==> src/rtl/axi4_traffic_master.sv <==
// AXI4 master traffic generator and self-checker: one INCR burst per start in write, read or write-then-check mode.
// Optional watchdog enabled by defining AXI4_TM_TIMEOUT_EN.
module axi4_traffic_master #(
  parameter int ID             = 0,
  parameter int ID_WIDTH       = 4,
  parameter int ADDR_WIDTH     = 32,
  parameter int DATA_WIDTH     = 64,
  parameter int TIMEOUT_CYCLES = 1024
) (
  input  logic                    CLK,
  input  logic                    RST,
  input  logic                    start,
  input  logic [1:0]              mode,
  input  logic [ADDR_WIDTH-1:0]   base_addr,
  input  logic [7:0]              burst_len,
  input  logic [DATA_WIDTH-1:0]   seed,
  output logic                    busy,
  output logic                    done,
  output logic                    pass,
  output logic [7:0]              err_count,
  output logic                    timeout,
  output logic [ID_WIDTH-1:0]     awid,
  output logic [ADDR_WIDTH-1:0]   awaddr,
  output logic [7:0]              awlen,
  output logic [2:0]              awsize,
  output logic [1:0]              awburst,
  output logic                    awvalid,
  input  logic                    awready,
  output logic [DATA_WIDTH-1:0]   wdata,
  output logic [DATA_WIDTH/8-1:0] wstrb,
  output logic                    wlast,
  output logic                    wvalid,
  input  logic                    wready,
  input  logic [ID_WIDTH-1:0]     bid,
  input  logic [1:0]              bresp,
  input  logic                    bvalid,
  output logic                    bready,
  output logic [ID_WIDTH-1:0]     arid,
  output logic [ADDR_WIDTH-1:0]   araddr,
  output logic [7:0]              arlen,
  output logic [2:0]              arsize,
  output logic [1:0]              arburst,
  output logic                    arvalid,
  input  logic                    arready,
  input  logic [ID_WIDTH-1:0]     rid,
  input  logic [DATA_WIDTH-1:0]   rdata,
  input  logic [1:0]              rresp,
  input  logic                    rlast,
  input  logic                    rvalid,
  output logic                    rready
);

  localparam int                  SIZE = $clog2(DATA_WIDTH/8);
  localparam logic [ID_WIDTH-1:0] ID_V = ID_WIDTH'(ID);

  typedef enum logic [2:0] {S_IDLE, S_AW, S_W, S_B, S_AR, S_R, S_DONE} state_t;

  state_t                  state, state_nxt;
  logic [1:0]              mode_q;
  logic [ADDR_WIDTH-1:0]   base_q;
  logic [7:0]              len_q, beat_q;
  logic [DATA_WIDTH-1:0]   seed_q, beat_data;
  logic [7:0]              err_q, err_nxt;
  logic [8:0]              err_sum;
  logic [2:0]              r_errs;
  logic                    pass_q, tmo_q, tmo_fire;
  logic                    accept, last_beat, w_hs, r_hs, b_hs, b_err;

  assign accept    = (state == S_IDLE) && start;
  assign beat_data = seed_q + DATA_WIDTH'(beat_q);
  assign last_beat = (beat_q == len_q);
  assign w_hs      = (state == S_W) && wready;
  assign r_hs      = (state == S_R) && rvalid;
  assign b_hs      = (state == S_B) && bvalid;
  assign b_err     = (bresp != 2'b00) || (bid != ID_V);

  // rlast mismatch covers both early and missing rlast; each failing field counts once.
  assign r_errs = 3'(rdata != beat_data) + 3'(rresp != 2'b00) + 3'(rid != ID_V) + 3'(rlast != last_beat);

  always_comb begin
    err_sum = {1'b0, err_q};
    if (b_hs && b_err) err_sum = err_sum + 9'd1;
    if (r_hs)          err_sum = err_sum + 9'(r_errs);
    err_nxt = err_sum[8] ? 8'hff : err_sum[7:0];
  end

`ifdef AXI4_TM_TIMEOUT_EN
  localparam int WD_W = $clog2(TIMEOUT_CYCLES + 1);
  logic [WD_W-1:0] wd_cnt;
  logic            chan_hs, watching;

  always_comb begin
    chan_hs = 1'b0;
    case (state)
      S_AW:    chan_hs = awready;
      S_W:     chan_hs = wready;
      S_B:     chan_hs = bvalid;
      S_AR:    chan_hs = arready;
      S_R:     chan_hs = rvalid;
      default: chan_hs = 1'b0;
    endcase
  end

  assign watching = (state != S_IDLE) && (state != S_DONE);
  assign tmo_fire = watching && !chan_hs && (wd_cnt == WD_W'(TIMEOUT_CYCLES - 1));

  always_ff @(posedge CLK or posedge RST) begin
    if (RST)                     wd_cnt <= '0;
    else if (!watching || chan_hs) wd_cnt <= '0;
    else                         wd_cnt <= wd_cnt + 1'b1;
  end
`else
  assign tmo_fire = 1'b0;
`endif

  always_ff @(posedge CLK or posedge RST) begin
    if (RST) state <= S_IDLE;
    else     state <= state_nxt;
  end

  always_comb begin
    state_nxt = state;
    case (state)
      S_IDLE:  if (start) state_nxt = (mode == 2'd1) ? S_AR : S_AW;
      S_AW:    if (awready) state_nxt = S_W;
      S_W:     if (wready && last_beat) state_nxt = S_B;
      S_B:     if (bvalid) state_nxt = (mode_q == 2'd0) ? S_DONE : S_AR;
      S_AR:    if (arready) state_nxt = S_R;
      S_R:     if (rvalid && last_beat) state_nxt = S_DONE;
      S_DONE:  state_nxt = S_IDLE;
      default: state_nxt = S_IDLE;
    endcase
    if (tmo_fire) state_nxt = S_DONE;
  end

  always_comb begin
    awvalid = (state == S_AW);
    wvalid  = (state == S_W);
    bready  = (state == S_B);
    arvalid = (state == S_AR);
    rready  = (state == S_R);
    done    = (state == S_DONE);
    busy    = (state != S_IDLE) && (state != S_DONE);
  end

  always_ff @(posedge CLK or posedge RST) begin
    if (RST) begin
      mode_q <= '0;
      base_q <= '0;
      len_q  <= '0;
      seed_q <= '0;
      beat_q <= '0;
      err_q  <= '0;
      pass_q <= 1'b0;
      tmo_q  <= 1'b0;
    end else begin
      err_q <= err_nxt;
      if (accept) begin
        mode_q <= mode;
        base_q <= base_addr;
        len_q  <= burst_len;
        seed_q <= seed;
        beat_q <= '0;
        err_q  <= '0;
        pass_q <= 1'b0;
        tmo_q  <= 1'b0;
      end
      // Counter wraps to 0 after the last beat so R starts clean after W.
      if (w_hs || r_hs) beat_q <= last_beat ? 8'd0 : beat_q + 8'd1;
      if (tmo_fire) tmo_q <= 1'b1;
      // Verdict includes the error from the final B/R beat landing on this same edge.
      if ((state != S_DONE) && (state_nxt == S_DONE))
        pass_q <= (err_nxt == 8'd0) && !tmo_fire;
    end
  end

  assign pass      = pass_q;
  assign err_count = err_q;
  assign timeout   = tmo_q;

  assign awid    = ID_V;
  assign awaddr  = base_q;
  assign awlen   = len_q;
  assign awsize  = 3'(SIZE);
  assign awburst = 2'b01;
  assign wdata   = beat_data;
  assign wstrb   = '1;
  assign wlast   = (state == S_W) && last_beat;
  assign arid    = ID_V;
  assign araddr  = base_q;
  assign arlen   = len_q;
  assign arsize  = 3'(SIZE);
  assign arburst = 2'b01;

endmodule

==> config.mk <==
export PLATFORM = sky130hd
export DESIGN_NAME = axi4_traffic_master
export DESIGN_NICKNAME = d
export VERILOG_FILES = /design/src/rtl/axi4_traffic_master.sv
export SDC_FILE = /design/constraint.sdc
export NUM_CORES = 1
export LEC_CHECK = 0
export ABC_AREA = 1
export CAP_MARGIN = 25
export CORE_MARGIN = 2
export CORE_UTILIZATION = 50
export DETAILED_ROUTE_END_ITERATION = 12
export GPL_TIMING_DRIVEN = 1
export PLACE_DENSITY_LB_ADDON = 0.1
export RECOVER_POWER = 50
export SETUP_SLACK_MARGIN = 0.5
export SKIP_CTS_REPAIR_TIMING = 1
export SYNTH_ARGS = -nofsm -noshare
export SYNTH_HDL_FRONTEND = slang
export SYNTH_SLANG_ARGS = --single-unit
==> constraint.sdc <==
create_clock -name CLK -period 9.9 [get_ports CLK]
set_clock_uncertainty 0.1 [all_clocks]
set_input_delay 1.98 -clock CLK [delete_from_list [all_inputs] [get_ports CLK]]
set_output_delay 1.98 -clock CLK [all_outputs]
set_load 0.05 [all_outputs]
After elaboration in Yosys (flattened, before gate mapping)
Index checks and enable logic that the tools add are counted.
Widths: inputs -> output; s select.

word-level totals
  flip-flop bits (word level) = 126
  output and inout port bits = 188
  logic and storage cells = 67

cells by class
  add/sub/neg operators = 7
  equality and inequality tests = 12
  multiplexer cells = 18
  reduce and logical (&&, ||, !) cells = 22

operators with widths
  cell                 number
  $add 64x8->64        1
  $ne 64x64->1         1
  $mux 8               5
  $mux 3               7
  $mux 9               2
  $pmux 3 s6           1
  $eq 3x3->1 const B   4
  $logic_and 1x1->1    10
  $add 8x1->9 const B  1
  $add 9x3->9          1
  $add 8x1->8 const B  1
  $eq 8x8->1           1
  $logic_not 8->1      1
  $reduce_bool 2->1    4
  $reduce_bool 4->1    2
  $eq 3x2->1 const B   2
  $add 2x1->3          1
  $add 3x1->3          1
  $eq 3x1->1 const B   1
  $logic_not 3->1      1
  $ne 3x3->1 const B   1
  $reduce_bool 3->1    1
  $add 1x1->2          1
  $eq 2x1->1 const B   1
  5 further kinds      7

Depth between registers and ports, before layout
Gate-level depths: netlist of the first run.

  depth in word-level cells = 10
  gate-level depth with buffers = 36

Worst setup path before layout of the first run
Ideal clock, no wire load.

  path kind = input to register
  start point = in rdata[0]
  end point = reg pass_q (netlist: pass)
  setup time = 0.067 ns
  arrival = 4.747 ns
  path slack = 4.986 ns
  cell stages on the path = 28
  path buffers = 0
  cell sequence = xnor2_1 -> nand2_1 -> nor2_1 -> nand2_1 -> nor2_1 -> nand2_1 -> nor2_1 -> nand2_1 -> nor2_1 -> nand3_1 -> nor2_1 -> nand3_1 -> nor2_1 -> fa_1 -> inv_1 -> fa_1 -> fa_1 -> inv_1 -> nor2_1 -> nand3_1 -> nor2_1 -> nand2_1 -> nand2_1 -> nand2_1 -> inv_1 -> nor2_1 -> nand4_1 -> nand2_1

on the way
  cells in the longest elaborated chain, start to end = 9

RTL lines
  element               line  RTL
  from (decl)           46    input logic [DATA_WIDTH-1:0] rdata,
  $ne 64x64->1          78    assign r_errs = 3'(rdata != beat_data) + 3'(rresp != 2'b00) + 3'(rid != ID_V) + 3'(rlast != last_beat);
  $add 1x1->2           78
  $add 2x1->3           78
  $add 3x1->3           78
  $add 9x3->9           83    if (r_hs) err_sum = err_sum + 9'(r_errs);
  $mux 9                83
  $mux 8                84    err_nxt = err_sum[8] ? 8'hff : err_sum[7:0];
  $logic_not 8->1       173   pass_q <= (err_nxt == 8'd0) && !tmo_fire;
  $mux 1                172   if ((state != S_DONE) && (state_nxt == S_DONE))
  to (signal assigned)  173
  to (decl)             66    logic pass_q, tmo_q, tmo_fire;

Every way passes these cells.
A chain may end at the register's enable or synchronous reset.

Worst setup path after layout of the first run
  start point = in start
  end point = reg beat_q[5]

on the way
  cells in the longest elaborated chain, start to end = 2

RTL lines
  element                             line  RTL
  from (decl)                         12    input logic start,
  $logic_and 1x1->1                   69    assign accept = (state == S_IDLE) && start;
  $reduce_bool 2->1 (no source line)  --
  to (signal assigned)                169   if (w_hs || r_hs) beat_q <= last_beat ? 8'd0 : beat_q + 8'd1;
  to (decl)                           61    logic [7:0] len_q, beat_q;

Every way passes these cells.

==> key figures, run 1 <==
Placement
  • Detailed Place HPWL: 29700 um
  • PortBufs: 351
  • GPL Wtd Cong: 0.972

Yosys
  • Yosys warnings: 0
  • Yosys reg bits: 126
  • Syn avg cell area: 6.21 um2
  • Sequential share of the synthesized area: 30.2%
  • EDFF count, synth: 0
  • Unique masters post-synth: 40
  • Synth Instances: 1682
  • Most frequent cell after synthesis: nand2_1
  • Mapped Area: 0.0105 mm2
  • FFs w/ async S/R, synth: 100%
  • Top FF cell, synth: dfrtp_1
  • Largest cells by area after synthesis: dfrtp_1, nand2_1, inv_1
  • Commonest cells in the netlist: nand2_1, inv_1, nand3_1
  • Synth top area share: 30.2%
  • Leading area contributor after synthesis: dfrtp_1

Routing
  • DR WL/cell: 16.4 um
  • DRT Pass-1 Iters: 6
  • Vias: 11727
  • Post-Route WL: 37300 um
  • Antenna-violating nets left: 0
  • Vias per inst: 5.16
  • Drt initial violations: 921
  • DRC: 0

Critical path
  • Worst EP arrival: 6.64 ns
  • Crit-path leading delay family: buffers and inverters
  • Slowest stage delay, CP: 1.78 ns
  • Crit path from: start
  • CP Cell Sequence: dlygate4sd3_1, nand2_2, clkbuf_1, inv_4, buf_4, nor2_1, inv_1, o22ai_1
  • CP required: 10.13 ns
  • Worst reg2reg startpoint: beat_q[0]
  • Critical path's slowest cell: clkbuf_1
  • Critical path buffers and inverters: 5
  • CP endpoint kind: flip-flop
  • Worst Reg-to-Reg Cells: 32
  • Crit Path Category: in2reg
  • CP Max Fanout: 91
  • CP Depth: 8
  • Worst setup SP type: input port
  • Reg2Reg Setup Slack: 4.47 ns

Power and ir drop
  • Combinational power share: 63.7%
  • Seq pwr share: 21.9%
  • Clock network power share: 14.3%
  • Switching pwr: 0.00262 W
  • PwrDens: 326 mW/mm2
  • Maximum vdd drop: 324 uV
  • Lkg Pwr: 7.19 nW
  • Sw Ratio: 55.7%
  • Int Pwr: 0.00208 W

Timing
  • Max_slew headroom: -68.5%
  • Setup TNS: 0 ns
  • Final period utilization: 64.7%
  • Hold WS: 0.383 ns
  • Final Hold Fails: 0
  • Fin crit period: 6.41 ns
  • Final count of negative-setup-slack endpoints: 0
  • Worst-Margin Slew: 2.53 ns
  • RSZ-0062 raised after global routing: no
  • FMAX: 156 MHz
  • Pins Over Slew Limit: 101

Final layout
  • Number of filler cells placed in the layout: 1783
  • Synthesis-to-finish area growth: 38.2%
  • NumNets Final: 2193
  • Layout cell share with drive strength beyond 1: 5.20%

Global route
  • GR Overflow Total: 0
  • Largest net degree at the start of global routing: 92
  • Gr usage total: 33.5%
  • Number of global-route vias before repair: 11471
  • First-pass GRT wire length: 57600 um
  • Initial antenna violation count: 2

Run
  • Maxcap violations: 2

Floorplan
  • Die height: 149 um
  • Initial Util: 51.3%
  • Core area: 0.0204 mm2
  • Cell row count: 52
  • Die W: 149 um
  • Die Area: 0.0221 mm2
  • IO Count: 379

Clock tree
  • Htree depth: 4
  • Total CTS buffers: 17
  • TritonCTS clock tree: yes
  • Clk Latency, worst-skew pair: 0.43 ns
  • CTS root buffer: clkbuf_16
  • Clock slew at reported path FFs: 0.06 ns
  • Deepest clock path buffer count: 2
  • Sink Count: 126

Hold path
  • Worst Hold Class: reg2reg
  • Worst Hold Launch: mode_q[1]
  • Worst hold stages: 2

Outcome
  • Status: complete, but fails checks
  • Failing checks: capacitance limit, slew limit
## per-layer routing
metal / vias to the layer above / track usage [%] / part of all wire [%] / wire [um]
met5: - / 0 / 0 / 0
met4: 0 / 15.2 / 3.8 / 1430
met3: 98 / 5.77 / 7.7 / 2860
met2: 561 / 59.2 / 50 / 18500
met1: 5340 / 40.0 / 39 / 14500
li1: 5728 / - / - / -
## layout by cell type (no fill, tap or decap), types with 24 or more instances in the layout
| cell type | netlist | routed |
|---|---|---|
| nand2_1 | 634 | 633 |
| nor2_1 | 148 | 148 |
| dfrtp_1 | 126 | 126 |
| dlygate4sd3_1 | 0 | 37 |
| o21ai_0 | 72 | 72 |
| nand3_1 | 149 | 149 |
| conb_1 | 2 | 27 |
| inv_1 | 241 | 240 |
| clkdlybuf4s50_1 | 0 | 314 |
| nand2_2 | 23 | 24 |
| nand4_1 | 35 | 35 |
## path summary, 6_finish.rpt
kind                                   end
min in group asynchronous       araddr[11]
worst max register to register        pass
worst min register to register   mode_q[1]
worst min-delay path             mode_q[1]
worst max-delay path             beat_q[5]
max in group asynchronous       seed_q[33]
## per-stage QoR
step | util (%) | cell area [um2] | cells | total power [W] | setup WS [ns]
floorplan | - | 10500 | 1707 | 0.00310 | 4.46
global placement | 67.8 | 13800 | 2237 | 0.00398 | 4.04
detailed placement | 67.8 | 13800 | 2237 | 0.00402 | 3.97
CTS | 70.8 | 14400 | 2269 | 0.00471 | 4.01
global route | 70.9 | 14400 | 2272 | 0.00495 | 3.13
finish | 70.9 | 14400 | 2272 | 0.00470 | 3.49
## area by class of cell
class	instances	area [um2]	area share (%)
sequential	126	3150	21.8
multi-input combinational	1237	5830	40.4
clock inverter	13	180	1.25
timing repair buffer	355	3560	24.6
antenna	2	5.00	0.0347
inverter	250	942	6.52
tap	270	338	2.34
clock buffer	19	433	3.00
## logic make-up after synthesis
family / after synthesis / synth area share [%]
and+or+nand+nor: 1065 / 44.2
buffers and inverters: 344 / 14.9
DFF: 126 / 30.2
AOI/OAI and AO/OA: 93 / 4.60
xor gates and xnor gates: 36 / 3.89
adders and majority gates: 15 / 2.08
other: 2 / 0.0718
muxes: 1 / 0.0958
## power by group through the flow
stage	logic [W]	registers (W)	clock network [W]
final	0.00300	0.00103	0.000674
after global routing	0.00320	0.00105	0.000700
after CTS	0.00301	0.00102	0.000674
after detailed placement	0.00300	0.00102	0
after global placement	0.00296	0.00102	0
after floorplan	0.00188	0.00122	0
## tightest hold or removal path, cell delays in order, from the launching register on
cell and delay, ns:
dfrtp_1 0.34, nand2_1 0.05, nand2_1 0.05
## sequential cells by signal (all words and copies together), names as in the netlist
register / count
araddr: 32
arlen: 8
beat_q: 8
err_count: 8
mode_q: 2
pass: 1
seed_q: 64
state: 3
Power figures use the tool's default switching activity.
==> run 2: changes to the inputs <==
- CORE_UTILIZATION: 50 -> 42
- clock period: 9.9 -> 5.7 ns (I/O delays scaled with it)
==> run 2 against run 1 <==
Net effect: the flow still finishes with violations (capacitance limit, slew limit); global-route usage decreased by 4.5 points; wire length increased by 3.3%; via count decreased by 2.3%; largest cell class unchanged; design area increased by 1.3%; flip-flop and latch count unchanged; clock power increased by 62%; register-to-register slack got worse by 3.6 ns; worst setup slack got worse by 2.7 ns; worst hold slack improved by 0.013 ns; sequential power increased by 75%.
==> key figures, run 2 (same netlist as run 1, synthesis figures left out) <==
Outcome
  • Status: complete, but fails checks
  • Failing checks: capacitance limit, slew limit

Placement
  • Dpl cell area: 0.0139 mm2 (+0.63%)
  • Placed Cells: 2292 (+2.5%)
  • GPL Wtd Cong: 0.946 (-2.6%)
  • PortBufs: 351 (unchanged)
  • Place WS: 0.437 ns (-3.53 ns)
  • Detailed Place HPWL: 31100 um (+4.6%)

Critical path
  • Worst setup SP type: input port
  • CP endpoint kind: flip-flop
  • R2r endpoint: pass
  • Worst EP arrival: 5.16 ns (-1.48 ns)
  • CP Max Fanout: 91 (unchanged)
  • Crit Path Category: in2reg
  • Worst Reg-to-Reg Cells: 33 (+3.1%)
  • Reg2Reg Setup Slack: 0.91 ns (-3.56 ns)
  • Crit path from: start
  • Worst reg2reg startpoint: beat_q[4]
  • CP required: 5.93 ns (-4.20 ns)

Global route
  • GR Overflow Total: 0 (unchanged)
  • Number of global-route vias before repair: 11270 (-1.8%)
  • Gr usage total: 29.1% (-4.5 points)
  • Initial antenna violation count: 0 (-2)
  • Largest net degree at the start of global routing: 92 (unchanged)
  • First-pass GRT wire length: 58800 um (+2.2%)

Floorplan
  • IO Count: 379 (unchanged)
  • Die height: 162 um (+8.9%)
  • Core area: 0.0244 mm2 (+20%)
  • Initial Util: 42.9% (-8.5 points)
  • Die W: 162 um (+8.9%)
  • Die Area: 0.0262 mm2 (+19%)
  • Cell row count: 57 (+9.6%)

Timing
  • Fin crit period: 4.93 ns
  • Slack of the critical path: 0.770 ns (-2.72 ns)
  • FMAX: 203 MHz
  • Final period utilization: 86.5%
  • Pins Over Slew Limit: 234 (+130%)
  • Final Hold Fails: 0 (unchanged)
  • Final count of negative-setup-slack endpoints: 0 (unchanged)
  • Max_slew headroom: -107% (-38 points)
  • Setup TNS: 0 ns (unchanged)
  • RSZ-0062 raised after global routing: no
  • Worst-Margin Slew: 3.09 ns (+0.557 ns)

Clock tree
  • Clk Latency, worst-skew pair: 0.43 ns (about the same)
  • Sink Count: 126 (unchanged)
  • Deepest clock path buffer count: 2 (unchanged)
  • Htree depth: 4 (unchanged)
  • Total CTS buffers: 17 (unchanged)
  • TritonCTS clock tree: yes
  • CTS root buffer: clkbuf_16
  • Clock slew at reported path FFs: 0.07 ns (about the same)

Hold path
  • Worst Hold Path EP: mode_q[1]
  • Worst Hold Launch: mode_q[1]
  • Worst hold stages: 2 (unchanged)
  • Worst Hold Class: reg2reg

Routing
  • DRT Pass-1 Iters: 5 (-1)
  • DR WL/cell: 16.6 um (+0.69%)
  • Vias per inst: 4.91 (-4.8%)
  • Vias: 11453 (-2.3%)
  • Drt initial violations: 758 (-18%)
  • Antenna-violating nets left: 0 (unchanged)
  • Post-Route WL: 38600 um (+3.3%)
  • DRC: 0 (unchanged)

Power and ir drop
  • Lkg Pwr: 7.17 nW (-0.37%)
  • PwrDens: 558 mW/mm2 (+71%)
  • Maximum vdd drop: 429 uV (+32%)

Final layout
  • Final Non-Filler Cells: 2331 (+2.6%)
  • Top reg by flops: seed_q
  • Largest register FFs: 64 (unchanged)
  • Final Util: 60.0% (-11 points)
  • Most frequent cells in the layout: nand2_1, clkdlybuf4s50_1, inv_1
  • NumNets Final: 2200 (+0.32%)
  • Synthesis-to-finish area growth: 40.0%
  • Ant diodes: 0 (-2)
  • Most common cell after layout, fill and taps aside: nand2_1
  • Design area: 0.0146 mm2 (+1.3%)
  • Layout cell share with drive strength beyond 1: 6.48% (+1.3 points)
  • Number of filler cells placed in the layout: 2450 (+37%)

Run
  • Maxcap violations: 4 (+2)
==> run 2: how the worst max path moves through the flow <==
stage / end / slack, ns / depth (start not counted)
after floorplan: pass / 0.83 / 36
after global placement: pass / 0.52 / 32
after detailed placement: pass / 0.44 / 33
after CTS: pass / 0.41 / 33
after global routing: seed_q[63] / 0.26 / 3
final: seed_q[25] / 0.77 / 6
==> run 2: per-stage QoR <==
step / total power, W / hold slack (ns)
2_1_floorplan: 0.00539 / 0.350
4_1_cts: 0.00815 / 0.395
3_3_place_gp: 0.00701 / 0.373
3_5_place_dp: 0.00703 / 0.377
6_report: 0.00817 / 0.396
5_1_grt: 0.00865 / 0.429
==> run 2: per-layer routing <==
layer  share of wire [%]  vias up  global-route usage [%]
li1                    -     5742                       -
met1                  41     5241                    35.2
met2                  50      416                    52.5
met3                 6.2       54                    4.19
met4                 3.1        0                    10.5
met5                   0        -                       0
==> run 2: layout make-up <==
class | count | area [um2] | share of cell area (%)
Clock buffer | 19 | 453 | 3.10
Clock inverter | 13 | 116 | 0.795
Timing Repair Buffer | 361 | 3580 | 24.5
Tap cell | 324 | 405 | 2.77
Multi-Input combinational cell | 1238 | 5970 | 40.8
Sequential cell | 126 | 3150 | 21.6
Inverter | 250 | 945 | 6.46
==> run 2: power by group <==
group / internal (W) / switching (W)
Sequential: 0.00129 / 0.000510
Combinational: 0.00170 / 0.00358
Clock: 0.000597 / 0.000492
==> run 2: worst max-delay path, cell delays in order <==
cell and delay, ns:
dlygate4sd3_1 0.55, nand2_1 0.11, inv_4 0.64, dlymetal6s2s_1 2.01, nand2_1 0.41, o21ai_0 0.22
